## src/rtl/dp_pkg.sv

```systemverilog
// Shared widths, FSM encoding and element extraction for the dot-product sequencer.
package dp_pkg;
    localparam int ELEM_W = 8;
    localparam int N_ELEM = 4;
    localparam int OUT_W  = 16;
    localparam int ACC_W  = 18;
    localparam int IDX_W  = $clog2(N_ELEM);
    localparam int VEC_W  = N_ELEM * ELEM_W;

    typedef enum logic [1:0] {
        IDLE  = 2'd0,
        MAC   = 2'd1,
        DRAIN = 2'd2,
        DONE  = 2'd3
    } state_t;

    function automatic logic [ELEM_W-1:0] elem(input logic [VEC_W-1:0] vec,
                                               input logic [IDX_W-1:0] i);
        return vec[ELEM_W*i +: ELEM_W];
    endfunction
endpackage

```

## src/rtl/dot_product_sequencer_if.sv

```systemverilog
// Start/done handshake, operand vectors and held result for the dot-product sequencer.
interface dot_product_sequencer_if;
    import dp_pkg::*;
    logic             start;
    logic [VEC_W-1:0] A;
    logic [VEC_W-1:0] B;
    logic             busy;
    logic             done;
    logic             result_valid;
    logic [OUT_W-1:0] dot_product;
    logic             oflow;

    modport master (output start, A, B,
                    input  busy, done, result_valid, dot_product, oflow);
    modport slave  (input  start, A, B,
                    output busy, done, result_valid, dot_product, oflow);
endinterface

```

## src/rtl/dp_mac_stage.sv

```systemverilog
// Two-stage multiply/accumulate: registered product, then accumulate when the product is valid.
module dp_mac_stage
    import dp_pkg::*;
(
    input  logic                clk,
    input  logic                rst,
    input  logic                clr,
    input  logic                en,
    input  logic [ELEM_W-1:0]   a,
    input  logic [ELEM_W-1:0]   b,
    output logic [2*ELEM_W-1:0] prod,
    output logic [ACC_W-1:0]    acc
);
    logic pv;

    always_ff @(posedge clk or posedge rst) begin
        if (rst) begin
            prod <= '0;
            pv   <= 1'b0;
            acc  <= '0;
        end else if (clr) begin
            prod <= '0;
            pv   <= 1'b0;
            acc  <= '0;
        end else if (en) begin
            prod <= (2*ELEM_W)'(a) * (2*ELEM_W)'(b);
            pv   <= 1'b1;
            if (pv) acc <= acc + ACC_W'(prod);
        end
    end
endmodule

```

## src/rtl/dot_product_sequencer.sv

```systemverilog
// Captures A/B on a start rising edge, runs the serial MAC, and holds the 16-bit result and overflow.
module dot_product_sequencer
    import dp_pkg::*;
(
    input  logic                    clk,
    input  logic                    rst,
    dot_product_sequencer_if.slave  bus
);
    state_t             state, state_nxt;
    logic               start_q, armed, req;
    logic [VEC_W-1:0]   a_cap, b_cap;
    logic [IDX_W-1:0]   idx;
    logic [2*ELEM_W-1:0] prod;
    logic [ACC_W-1:0]   acc, acc_final;
    logic               busy, done, result_valid, oflow;
    logic [OUT_W-1:0]   dot_product;

    // armed stays low for the first edge after reset so a start held through reset never fires
    assign req       = bus.start & ~start_q & armed;
    assign acc_final = acc + ACC_W'(prod);

    dp_mac_stage u_mac (
        .clk  (clk),
        .rst  (rst),
        .clr  (state == IDLE && req),
        .en   (state == MAC),
        .a    (elem(a_cap, idx)),
        .b    (elem(b_cap, idx)),
        .prod (prod),
        .acc  (acc)
    );

    always_ff @(posedge clk or posedge rst) begin
        if (rst) state <= IDLE;
        else     state <= state_nxt;
    end

    always_comb begin
        state_nxt = state;
        case (state)
            IDLE:    if (req) state_nxt = MAC;
            MAC:     if (idx == IDX_W'(N_ELEM-1)) state_nxt = DRAIN;
            DRAIN:   state_nxt = DONE;
            DONE:    state_nxt = IDLE;
            default: state_nxt = IDLE;
        endcase
    end

    always_ff @(posedge clk or posedge rst) begin
        if (rst) begin
            start_q      <= 1'b0;
            armed        <= 1'b0;
            a_cap        <= '0;
            b_cap        <= '0;
            idx          <= '0;
            busy         <= 1'b0;
            done         <= 1'b0;
            result_valid <= 1'b0;
            oflow        <= 1'b0;
            dot_product  <= '0;
        end else begin
            start_q <= bus.start;
            armed   <= 1'b1;
            case (state)
                IDLE: if (req) begin
                    a_cap        <= bus.A;
                    b_cap        <= bus.B;
                    idx          <= '0;
                    busy         <= 1'b1;
                    result_valid <= 1'b0;
                end
                MAC:   idx <= idx + 1'b1;
                DRAIN: begin
                    dot_product  <= acc_final[OUT_W-1:0];
                    oflow        <= |acc_final[ACC_W-1:OUT_W];
                    done         <= 1'b1;
                    result_valid <= 1'b1;
                    busy         <= 1'b0;
                end
                DONE:    done <= 1'b0;
                default: ;
            endcase
        end
    end

    assign bus.busy         = busy;
    assign bus.done         = done;
    assign bus.result_valid = result_valid;
    assign bus.dot_product  = dot_product;
    assign bus.oflow        = oflow;
endmodule

```

## src/flat_wrapper.sv

```systemverilog
// flat-port wrapper written by rule: the top's interface ports become plain ports
module dot_product_sequencer_flat import dp_pkg::*;
  (clk, rst, bus_start, bus_A, bus_B, bus_busy, bus_done, bus_result_valid, bus_dot_product, bus_oflow);
  dot_product_sequencer_if bus_i ();
  input  logic clk;
  input  logic rst;
  input wire logic [$bits(bus_i.start)-1:0] bus_start;
  input wire logic [$bits(bus_i.A)-1:0] bus_A;
  input wire logic [$bits(bus_i.B)-1:0] bus_B;
  output wire logic [$bits(bus_i.busy)-1:0] bus_busy;
  output wire logic [$bits(bus_i.done)-1:0] bus_done;
  output wire logic [$bits(bus_i.result_valid)-1:0] bus_result_valid;
  output wire logic [$bits(bus_i.dot_product)-1:0] bus_dot_product;
  output wire logic [$bits(bus_i.oflow)-1:0] bus_oflow;
  assign bus_i.start = bus_start;
  assign bus_i.A = bus_A;
  assign bus_i.B = bus_B;
  assign bus_busy = bus_i.busy;
  assign bus_done = bus_i.done;
  assign bus_result_valid = bus_i.result_valid;
  assign bus_dot_product = bus_i.dot_product;
  assign bus_oflow = bus_i.oflow;
  dot_product_sequencer u_core (.clk(clk), .rst(rst), .bus(bus_i));
endmodule
```

## config.mk

```make
export PLATFORM = sky130hd
export DESIGN_NAME = dot_product_sequencer_flat
export DESIGN_NICKNAME = d
export VERILOG_FILES = /design/src/rtl/dp_pkg.sv /design/src/rtl/dot_product_sequencer_if.sv /design/src/rtl/dp_mac_stage.sv /design/src/rtl/dot_product_sequencer.sv /design/src/flat_wrapper.sv
export SDC_FILE = /design/constraint.sdc
export NUM_CORES = 1
export LEC_CHECK = 0
export CAP_MARGIN = 10
export CORE_MARGIN = 8
export CORE_UTILIZATION = 40
export CTS_BUF_LIST = sky130_fd_sc_hd__clkbuf_8 sky130_fd_sc_hd__clkbuf_16
export DETAILED_ROUTE_END_ITERATION = 7
export DONT_BUFFER_PORTS = 1
export PLACE_DENSITY = 0.57
export SYNTH_ARGS = -nofsm -noshare
export SYNTH_HDL_FRONTEND = slang
export SYNTH_SLANG_ARGS = --single-unit
export TNS_END_PERCENT = 1
```

## constraint.sdc

```tcl
create_clock -name clk -period 4.9 [get_ports clk]
set_input_delay 0.98 -clock clk [delete_from_list [all_inputs] [get_ports clk]]
set_output_delay 0.98 -clock clk [all_outputs]
set_load 0.05 [all_outputs]
```

==> results of run 1 <==
## timing repair
item | CTS | global route
hold endpoints to repair | 0 | 0
gates resized for setup | 30 | 10
buffers inserted | 11 | 2
setup endpoints to repair | 5 | 8
pin swaps | 22 | 17
## per-layer routing
| layer | up-vias | routed length [µm] | share of wire, % | track usage [%] |
|---|---|---|---|---|
| met4 | 0 | 156 | 0.87 | 4.09 |
| met2 | 68 | 8750 | 49 | 24.9 |
| li1 | 2893 | - | - | - |
| met1 | 2888 | 8380 | 47 | 20.4 |
| met5 | - | 0 | 0 | 0 |
| met3 | 9 | 568 | 3.2 | 3.64 |
## per-stage QoR
| stage | TNS, ns | utilization (%) | hold slack [ns] | area [µm²] | setup WS [ns] |
|---|---|---|---|---|---|
| finish | -0.186 | 47.3 | 0.470 | 9470 | -0.0794 |
| global route | -1.29 | 47.3 | 0.488 | 9470 | -0.312 |
| CTS | -0.134 | 47.0 | 0.475 | 9430 | -0.0647 |
| detailed placement | -0.673 | 43.2 | 0.458 | 8660 | -0.218 |
| global placement | -0.278 | 43.2 | 0.452 | 8660 | -0.124 |
| floorplan | -0.0183 | - | 0.440 | 8170 | -0.0183 |
## flip-flops by register name, indices dropped and copies added, names as in the netlist
register	cells
u_core.u_mac.pv	1
u_core.bus.done	1
u_core.u_mac.prod	16
u_core.start_q	1
u_core.bus.busy	1
u_core.state	2
u_core.u_mac.acc	18
u_core.bus.result_valid	1
u_core.a_cap	32
u_core.bus.dot_product	16
u_core.b_cap	32
u_core.armed	1
u_core.bus.oflow	1
u_core.idx	2
## synthesized netlist by cell type, drive strengths merged (5+ instances only)
cell | instances | area, µm²
fa | 37 | 741
xnor2 | 16 | 140
o21ai | 27 | 143
o21a | 5 | 37.5
nor2 | 37 | 141
mux4 | 16 | 360
nand3 | 6 | 30.0
inv | 61 | 229
mux2 | 14 | 161
xor2 | 9 | 78.8
mux2i | 11 | 110
a21oi | 31 | 155
and2 | 50 | 313
dfrtp | 125 | 3130
nand2 | 248 | 931
ha | 58 | 726
clkbuf | 28 | 105
nor3 | 5 | 30.0
nor3b | 5 | 47.5
a21o | 11 | 82.6
## kinds of logic (layout without fill, tap and decap cells)
family          after synthesis  after routing  share of synthesized area (%)
mux                          41             41                           7.79
flops                       125            125                           38.6
fa+ha+maj                    95             95                           18.1
other cells                   1              1                         0.0462
simple gates                369            369                           20.0
buf+inv                      93            142                           4.35
xor+xnor                     25             25                           2.70
compound gates              106            106                           8.42
## final cells by class
cell class              instances  area (µm²)
inverters                      61         231
fillers                      1986       10600
clock inverters                15         150
multi-input cells             637        4790
clock buffers                  17         425
well taps                     270         338
flip-flops and latches        125        3130
repair buffers                 49         410
## final timing paths
check | startpoint | endpoint | slack [ns] | depth (start not counted)
worst max-delay path | u_core.idx[0] | u_core.u_mac.prod[14] | -0.08 | 17
worst min-delay path | u_core.a_cap[20] | u_core.a_cap[20] | 0.47 | 2
worst max register to register | u_core.idx[0] | u_core.u_mac.prod[14] | -0.08 | 17
worst min register to register | u_core.a_cap[20] | u_core.a_cap[20] | 0.47 | 2
max in group asynchronous | rst | u_core.a_cap[15] | 3.35 | 2
min in group asynchronous | rst | u_core.b_cap[30] | 0.61 | 1
## worst register-to-register path, delay by kind of cell, from the launching register on
family / cells / cell delay [ns]
buf+inv: 4 / 0.33
flops: 1 / 0.39
fa+ha+maj: 5 / 2.24
mux: 2 / 0.74
compound gates: 3 / 0.80
simple gates: 2 / 0.24
xor+xnor: 1 / 0.10
==> impl_metrics.json, run 1 <==
{
  "status": "finished with violations",
  "violations": "setup timing",
  "final_cell_mix": "nand2_1 (245), dfrtp_1 (125), inv_1 (58)",
  "ctsHoldBuffers": 0,
  "grt_pass1_wl_um": 30600,
  "grt_setup_unrepaired": "true",
  "relSlewSlack_pct": 38.8,
  "required_ns": 5.19,
  "synth_edf_count": 0,
  "viasPerCell": 4.99,
  "async_flop_share_pct": 100,
  "critPathBufInv": 4,
  "final_common_cell": "nand2_1",
  "cp_max_fo": 6,
  "initial_core_util_pct": 40.5,
  "synthCells": 855,
  "cts_sinks": 125,
  "worst_pin_slew_ns": 0.918,
  "grt_pass1_vias": 6143,
  "syn_to_final_growth_pct": 16.8,
  "yosysSeqAreaShare_pct": 38.6,
  "clk_pin_slew_worst_paths_ns": 0.07,
  "worstPathArrival_ns": 5.27,
  "core_area_mm2": 0.0200,
  "dpl.hpwl_um": 13100,
  "dp.cells": 1129,
  "via_count": 5858,
  "clk-insertion-delay-late_ns": 0.43,
  "antenna_found_initial": 0,
  "clock_skew_ns": 0.0118,
  "critPathTopFamily": "adder cells",
  "cp-start-kind": "register",
  "fmax_mhz": 201,
  "finalSetupViolCount": 3,
  "die_area_mm2": 0.0251,
  "gp_congestion": 0.820,
  "worst_path_max_delay_cell": "mux4_2",
  "wl_um": 17900,
  "track_usage_pct": 15.4,
  "avgSynthCellArea_um2": 9.49,
  "synth_nets": 1017,
  "crit_path_frequent_cell": "fa_1",
  "end_kind": "register",
  "worst_slack_ns": -0.0794,
  "drc": 0,
  "fp-row-count": 52,
  "ant_nets": 0,
  "synth.distinct_cells": 53,
  "drtIter0Drc": 240,
  "cts_root_buffer": "clkbuf_16",
  "maxCapViolations": 0,
  "grt.overflow.total": 0,
  "syn_area_mm2": 0.00811,
  "synth_ff_type": "dfrtp_1",
  "clk_path_buf_depth": 2,
  "critPathMaxStageDelay_ns": 0.61,
  "worstSetupPathType": "reg -> reg",
  "cts_buffers": 17,
  "final_layout_size_suffix_gt1_share_pct": 17.0,
  "crit_chain": "buf_6 > buf_8 > mux4_2 > and2_4 > fa_1 > fa_1 > fa_1 > inv_1 > fa_1 > inv_2 > ha_4 > a2111oi_4 > o21ai_2 > a311oi_2 > xnor2_1 > mux2i_1 > nor2_1",
  "io_pins": 87,
  "hold_class": "reg -> reg",
  "port-buffer-count": 0,
  "finish.net_count": 1053,
  "post-route-period-util_pct": 102,
  "n_antenna_cell": 0,
  "wl_per_cell_um": 15.2,
  "final_cells": 1174,
  "cts_tree": "done",
  "die_x_um": 158,
  "dr.pass1.iters": 4,
  "die_h_um": 158,
  "ys.warnings.count": 0,
  "ctsHtreeMaxLevel": 4,
  "synth_seq_cells": 125,
  "grt_max_degree": 75,
  "finalMaxSlewViolations": 0,
  "fin_crit_ns": 4.98,
  "finalHoldViolCount": 0
}
Power of run 1 is not shown: default switching activity piles up to over one toggle a cycle in this logic, so the estimate is an artifact.
==> run 2: changes to the inputs <==
Settings changed: CAP_MARGIN 10 to default, CORE_ASPECT_RATIO from default to 0.75.
==> run 2 against run 1 <==
Effect of this change: the flow still finishes with violations (setup timing); worst hold slack improved by 0.0015 ns; sequential cell count is the same; cell area up 0.90%; clock-buffer cell count is 2 higher; global-route usage fell by 0.52 points; critical path depth up 1; fmax up 1.1%; worst setup slack improved by 0.052 ns; cell count decreased by 0.51%; sequential share of layout area decreased by 0.28 points; critical path type unchanged; critical endpoint is now u_core.u_mac.prod[13].
==> impl_metrics.json, run 2 (synthesis results as in run 1) <==
{
  "grt_max_degree": 65,
  "grt-busiest-layer": "met2",
  "ant_nets": 0,
  "finalMaxSlewViolations": 0,
  "grt.overflow.total": 0,
  "cp-start-kind": "register",
  "hold_start": "u_core.a_cap[2]",
  "cts_buffers": 17,
  "final_common_cell": "nand2_1",
  "die_h_um": 139,
  "drtIter0Drc": 350,
  "cp_max_fo": 7,
  "io_pins": 87,
  "grt_use_met3_pct": 4.53,
  "clk_path_buf_depth": 2,
  "status": "finished with violations",
  "dpl.hpwl_um": 13200,
  "via_count": 5857,
  "worstSetupPathType": "reg -> reg",
  "final_cell_mix": "nand2_1 (243), dfrtp_1 (124), inv_1 (55)",
  "initial_core_util_pct": 40.5,
  "required_ns": 5.21,
  "final_layout_size_suffix_gt1_share_pct": 18.2,
  "wl_per_cell_um": 15.5,
  "core_area_mm2": 0.0200,
  "fin_crit_ns": 4.93,
  "track_usage_pct": 14.9,
  "port-buffer-count": 0,
  "relSlewSlack_pct": 37.2,
  "cts_sinks": 125,
  "n_antenna_cell": 0,
  "finalHoldViolCount": 0,
  "gp_congestion": 0.846,
  "cts_root_buffer": "clkbuf_16",
  "fmax_mhz": 203,
  "clk_pin_slew_worst_paths_ns": 0.06,
  "dr.pass1.iters": 4,
  "wl_um": 18100,
  "antenna_found_initial": 0,
  "worst_pin_slew_ns": 0.942,
  "drc": 0,
  "worst_slack_ns": -0.0271,
  "clk-insertion-delay-late_ns": 0.42,
  "clock_skew_ns": 0.00776,
  "tns_ns": -0.0449,
  "grt_pass1_vias": 6080,
  "finish.net_count": 1059,
  "hold_class": "reg -> reg",
  "cts_tree": "done",
  "finalSetupViolCount": 2,
  "end_kind": "register",
  "fp-row-count": 45,
  "worstPathArrival_ns": 5.23,
  "syn_to_final_growth_pct": 17.8,
  "top_regs": "u_core.a_cap x32, u_core.b_cap x32, u_core.u_mac.acc x18",
  "grtUsageMet1_pct": 21.1,
  "die_area_mm2": 0.0251,
  "grt_pass1_wl_um": 30800,
  "die_x_um": 180,
  "ctsHtreeMaxLevel": 4,
  "post-route-period-util_pct": 101,
  "r2r_start": "u_core.idx[0]",
  "viasPerCell": 5.01,
  "violations": "setup timing",
  "fill_cells": 1953,
  "maxCapViolations": 0,
  "crit_start": "u_core.idx[0]",
  "grt_setup_unrepaired": "true",
  "met2_usage_pct": 21.8
}
==> run 2: changes by cell type in the layout (fill, tap and decap cells not counted), moves of 3 or more <==
cell      previous run  this run
buf_6                6         3
inv_8                3         0
inv_6                5         2
inv_2                2         5
buf_4               41        47
clkinv_2             0         4
inv_1               58        55
==> run 2: per-layer routing <==
layer	vias up	wire length [µm]	part of all wire, %
li1	2900	-	-
met1	2823	8940	49
met2	121	7980	44
met3	13	1050	5.8
met4	0	165	0.91
met5	-	0	0
==> run 2: worst paths after layout <==
kind | endpoint | slack (ns) | cells past startpoint
max | u_core.u_mac.prod[13] | -0.03 | 18
min | u_core.a_cap[2] | 0.47 | 2
max reg2reg | u_core.u_mac.prod[13] | -0.03 | 18
min reg2reg | u_core.a_cap[2] | 0.47 | 2
max in group asynchronous | u_core.idx[0] | 3.27 | 2
min in group asynchronous | u_core.a_cap[0] | 0.56 | 1
==> run 2: per-stage QoR <==
step | hold WS (ns) | setup slack [ns] | instance area, µm² | util [%] | std cells
6_report | 0.471 | -0.0271 | 9560 | 47.7 | 1168
2_1_floorplan | 0.440 | -0.0183 | 8170 | - | 855
3_5_place_dp | 0.462 | -0.241 | 8660 | 43.2 | 1118
3_3_place_gp | 0.454 | -0.175 | 8660 | 43.2 | 1118
5_1_grt | 0.497 | -0.252 | 9560 | 47.7 | 1168
4_1_cts | 0.478 | 0.00207 | 9460 | 47.2 | 1159
==> run 2: critical path, stage by stage (launching register included) <==
cell	delay, ns
dfrtp_2	0.44
buf_8	0.16
mux4_2	0.60
buf_6	0.17
and2_4	0.15
fa_1	0.47
fa_1	0.48
fa_1	0.49
inv_1	0.05
fa_1	0.49
inv_2	0.05
ha_4	0.24
buf_4	0.14
o21a_1	0.11
a21o_1	0.16
a21o_1	0.20
a31oi_1	0.21
xor2_1	0.15
o21ai_1	0.07
==> run 2: repair_timing <==
item                                    in CTS  in global routing
buffers inserted                             8                  9
hold buffers                                 0                  0
endpoints found under the setup margin       5                  7
pin swaps                                   25                 22
gates resized for setup                     32                 11
cloned                                       1                  0
==> run 2: layout make-up <==
cell class	count	area, µm²	area share, %
inverter	61	231	2.42
clock inverter	13	139	1.45
tap	258	323	3.38
multi-input combinational	637	4790	50.1
clock buffer	19	453	4.74
sequential	125	3130	32.7
timing repair buffer	55	489	5.12
Power of run 2 is left out for the same reason.
==> run 3: changes to the inputs <==
Settings changed: SYNTH_HIERARCHICAL from default to 1.
==> run 3 against run 2 <==
Effect of this change: the run now ends clean; die area increased by 6.5%; register-to-register slack improved by 0.07 ns; sequential share of layout area decreased by 1.8 points; cell count increased by 7.6%.
==> impl_metrics.json, run 3 <==
{
  "status": "completed",
  "dr.pass1.iters": 5,
  "cts_sinks": 125,
  "worst_path_max_delay_cell": "mux4_2",
  "required_ns": 5.20,
  "crit_chain": "buf_6 > mux4_2 > buf_6 > and2_4 > fa_1 > fa_1 > fa_1 > inv_1 > fa_1 > inv_2 > ha_4 > buf_4 > a31o_4 > a211oi_4 > a211oi_2 > xnor2_1 > o21ai_1",
  "synth_area_leaders": "dfrtp_1 (36%), ha_1 (10%), nand2_1 (10%)",
  "via_count": 6455,
  "fin_crit_ns": 4.85,
  "final_layout_size_suffix_gt1_share_pct": 16.4,
  "final_common_cell": "nand2_1",
  "drtIter0Drc": 370,
  "clk_path_buf_depth": 2,
  "dpl.hpwl_um": 15000,
  "wl_um": 20100,
  "finalMaxSlewViolations": 0,
  "synth_top_area_share_pct": 36.0,
  "top_regs": "u_core/a_cap x32, u_core/b_cap x32, u_core/u_mac/acc x18",
  "finalSetupViolCount": 0,
  "cp-start-kind": "register",
  "cts_root_buffer": "clkbuf_16",
  "fp-row-count": 46,
  "grt.overflow.total": 0,
  "n_antenna_cell": 0,
  "finalHoldViolCount": 0,
  "ctsHtreeMaxLevel": 4,
  "synth_top_area_cell": "dfrtp_1",
  "post-synth-top-count-cell": "nand2_1",
  "die_x_um": 186,
  "clock_skew_ns": 0.0119,
  "track_usage_pct": 15.7,
  "finish.net_count": 1134,
  "final_area_mm2": 0.0101,
  "die_area_mm2": 0.0268,
  "r2r_cells": 17,
  "fmax_mhz": 206,
  "fill_cells": 1966,
  "die_h_um": 144,
  "core_area_mm2": 0.0212,
  "tns_ns": 0,
  "worstHoldPathCells": 2,
  "grt_pass1_vias": 6538,
  "grt_max_degree": 67,
  "ys.warnings.count": 6,
  "viasPerCell": 5.14,
  "end_kind": "register",
  "cts_buffers": 17,
  "synthCells": 913,
  "dpl_cell_area_mm2": 0.00922,
  "cp_max_fo": 6,
  "hold_class": "reg -> reg",
  "io_pins": 87,
  "maxCapViolations": 0,
  "synth_nets": 1091,
  "ant_nets": 0,
  "final_cells": 1257,
  "clk-insertion-delay-late_ns": 0.43,
  "grt_setup_unrepaired": "true",
  "relSlewSlack_pct": 6.70,
  "async_flop_share_pct": 100,
  "drc": 0,
  "grt_pass1_wl_um": 33500,
  "fin_util_pct": 47.6,
  "port-buffer-count": 0,
  "worstSetupPathType": "reg -> reg",
  "worstPathArrival_ns": 5.15,
  "cts_tree": "done",
  "ys_top_cells_by_count": "nand2_1 (231), dfrtp_1 (125), ha_1 (73)",
  "worst_pin_slew_ns": 1.36,
  "gp_congestion": 0.830,
  "ctsHoldBuffers": 0,
  "crit_path_frequent_cell": "fa_1",
  "wl_per_cell_um": 16.0,
  "clk_pin_slew_worst_paths_ns": 0.07,
  "avgSynthCellArea_um2": 9.53,
  "post-route-period-util_pct": 99.1,
  "synth_seq_cells": 125,
  "syn_area_mm2": 0.00870,
  "syn_to_final_growth_pct": 16.3,
  "synth.distinct_cells": 62,
  "dp.cells": 1202,
  "antenna_found_initial": 0,
  "synth_ff_type": "dfrtp_1",
  "synth_edf_count": 0,
  "critPathMaxStageDelay_ns": 0.61,
  "initial_core_util_pct": 41.0,
  "yosysSeqAreaShare_pct": 36.0,
  "final_cell_mix": "nand2_1 (225), dfrtp_1 (124), ha_1 (68)"
}
## run 3: changes by cell type in the layout (fill, tap and decap cells not counted), moves of 6 or more
cell / before / now
nand4_1: 0 / 6
nor3_1: 4 / 11
nor2b_1: 1 / 7
buf_6: 3 / 11
xnor2_1: 16 / 26
ha_1: 54 / 68
and2_1: 37 / 50
a22o_1: 0 / 15
and2_4: 13 / 5
nand2_1: 243 / 225
## run 3: metrics by stage
step,setup WS (ns),hold slack [ns]
after floorplan,0.00477,0.440
final,0.0456,0.471
after global placement,-0.0431,0.454
after CTS,-0.00729,0.475
after detailed placement,-0.187,0.457
after global routing,-0.171,0.491
## run 3: worst max-delay path: cells and delay by family (launching register included)
kind	cells	cell delay, ns
AO/OA/AOI/OAI	4	0.68
XOR/XNOR	1	0.14
adder cells (fa/ha/maj)	5	2.19
buffers and inverters	5	0.56
flip-flops	1	0.40
multiplexers	1	0.61
AND/OR/NAND/NOR	1	0.15
## run 3: cell families (layout without fill, tap and decap cells)
| kind of cell | after synthesis | after routing | synth area share [%] |
|---|---|---|---|
| AND/OR/NAND/NOR | 375 | 375 | 19.1 |
| AO/OA/AOI/OAI | 139 | 139 | 11.6 |
| flip-flops | 125 | 125 | 36.0 |
| adder cells (fa/ha/maj) | 111 | 111 | 19.2 |
| buffers and inverters | 90 | 146 | 3.90 |
| XOR/XNOR | 37 | 37 | 3.73 |
| multiplexers | 35 | 35 | 6.46 |
| other | 1 | 1 | 0.0431 |
## run 3: final cells by class
| type | instances | area [µm²] | area share, % |
|---|---|---|---|
| multi-input combinational | 698 | 5370 | 53.1 |
| sequential | 125 | 3130 | 30.9 |
| timing repair buffer | 54 | 459 | 4.54 |
| clock buffer | 17 | 425 | 4.20 |
| tap | 288 | 360 | 3.56 |
| inverter | 60 | 226 | 2.24 |
| clock inverter | 15 | 146 | 1.45 |
## run 3: layer usage
| metal | wire length (µm) | global-route usage [%] |
|---|---|---|
| met3 | 982 | 4.47 |
| met4 | 163 | 3.96 |
| met1 | 10400 | 23.2 |
| met2 | 8580 | 22.0 |
| met5 | 0 | 0 |
## run 3: final timing paths
check,from,endpoint,slack (ns)
worst max-delay path,u_core/idx[0],u_core/u_mac/prod[14],0.05
worst min-delay path,u_core/b_cap[22],u_core/b_cap[22],0.47
worst max register to register,u_core/idx[0],u_core/u_mac/prod[14],0.05
worst min register to register,u_core/b_cap[22],u_core/b_cap[22],0.47
max in group asynchronous,rst,u_core/idx[0],3.21
min in group asynchronous,rst,u_core/u_mac/acc[0],0.54
## run 3: timing repair
action,in CTS,in global routing
cloned,1,0
pin swaps,38,25
gates resized for setup,38,10
setup buffers,23,2
endpoints found under the setup margin,5,6
Power of run 3 is left out for the same reason.
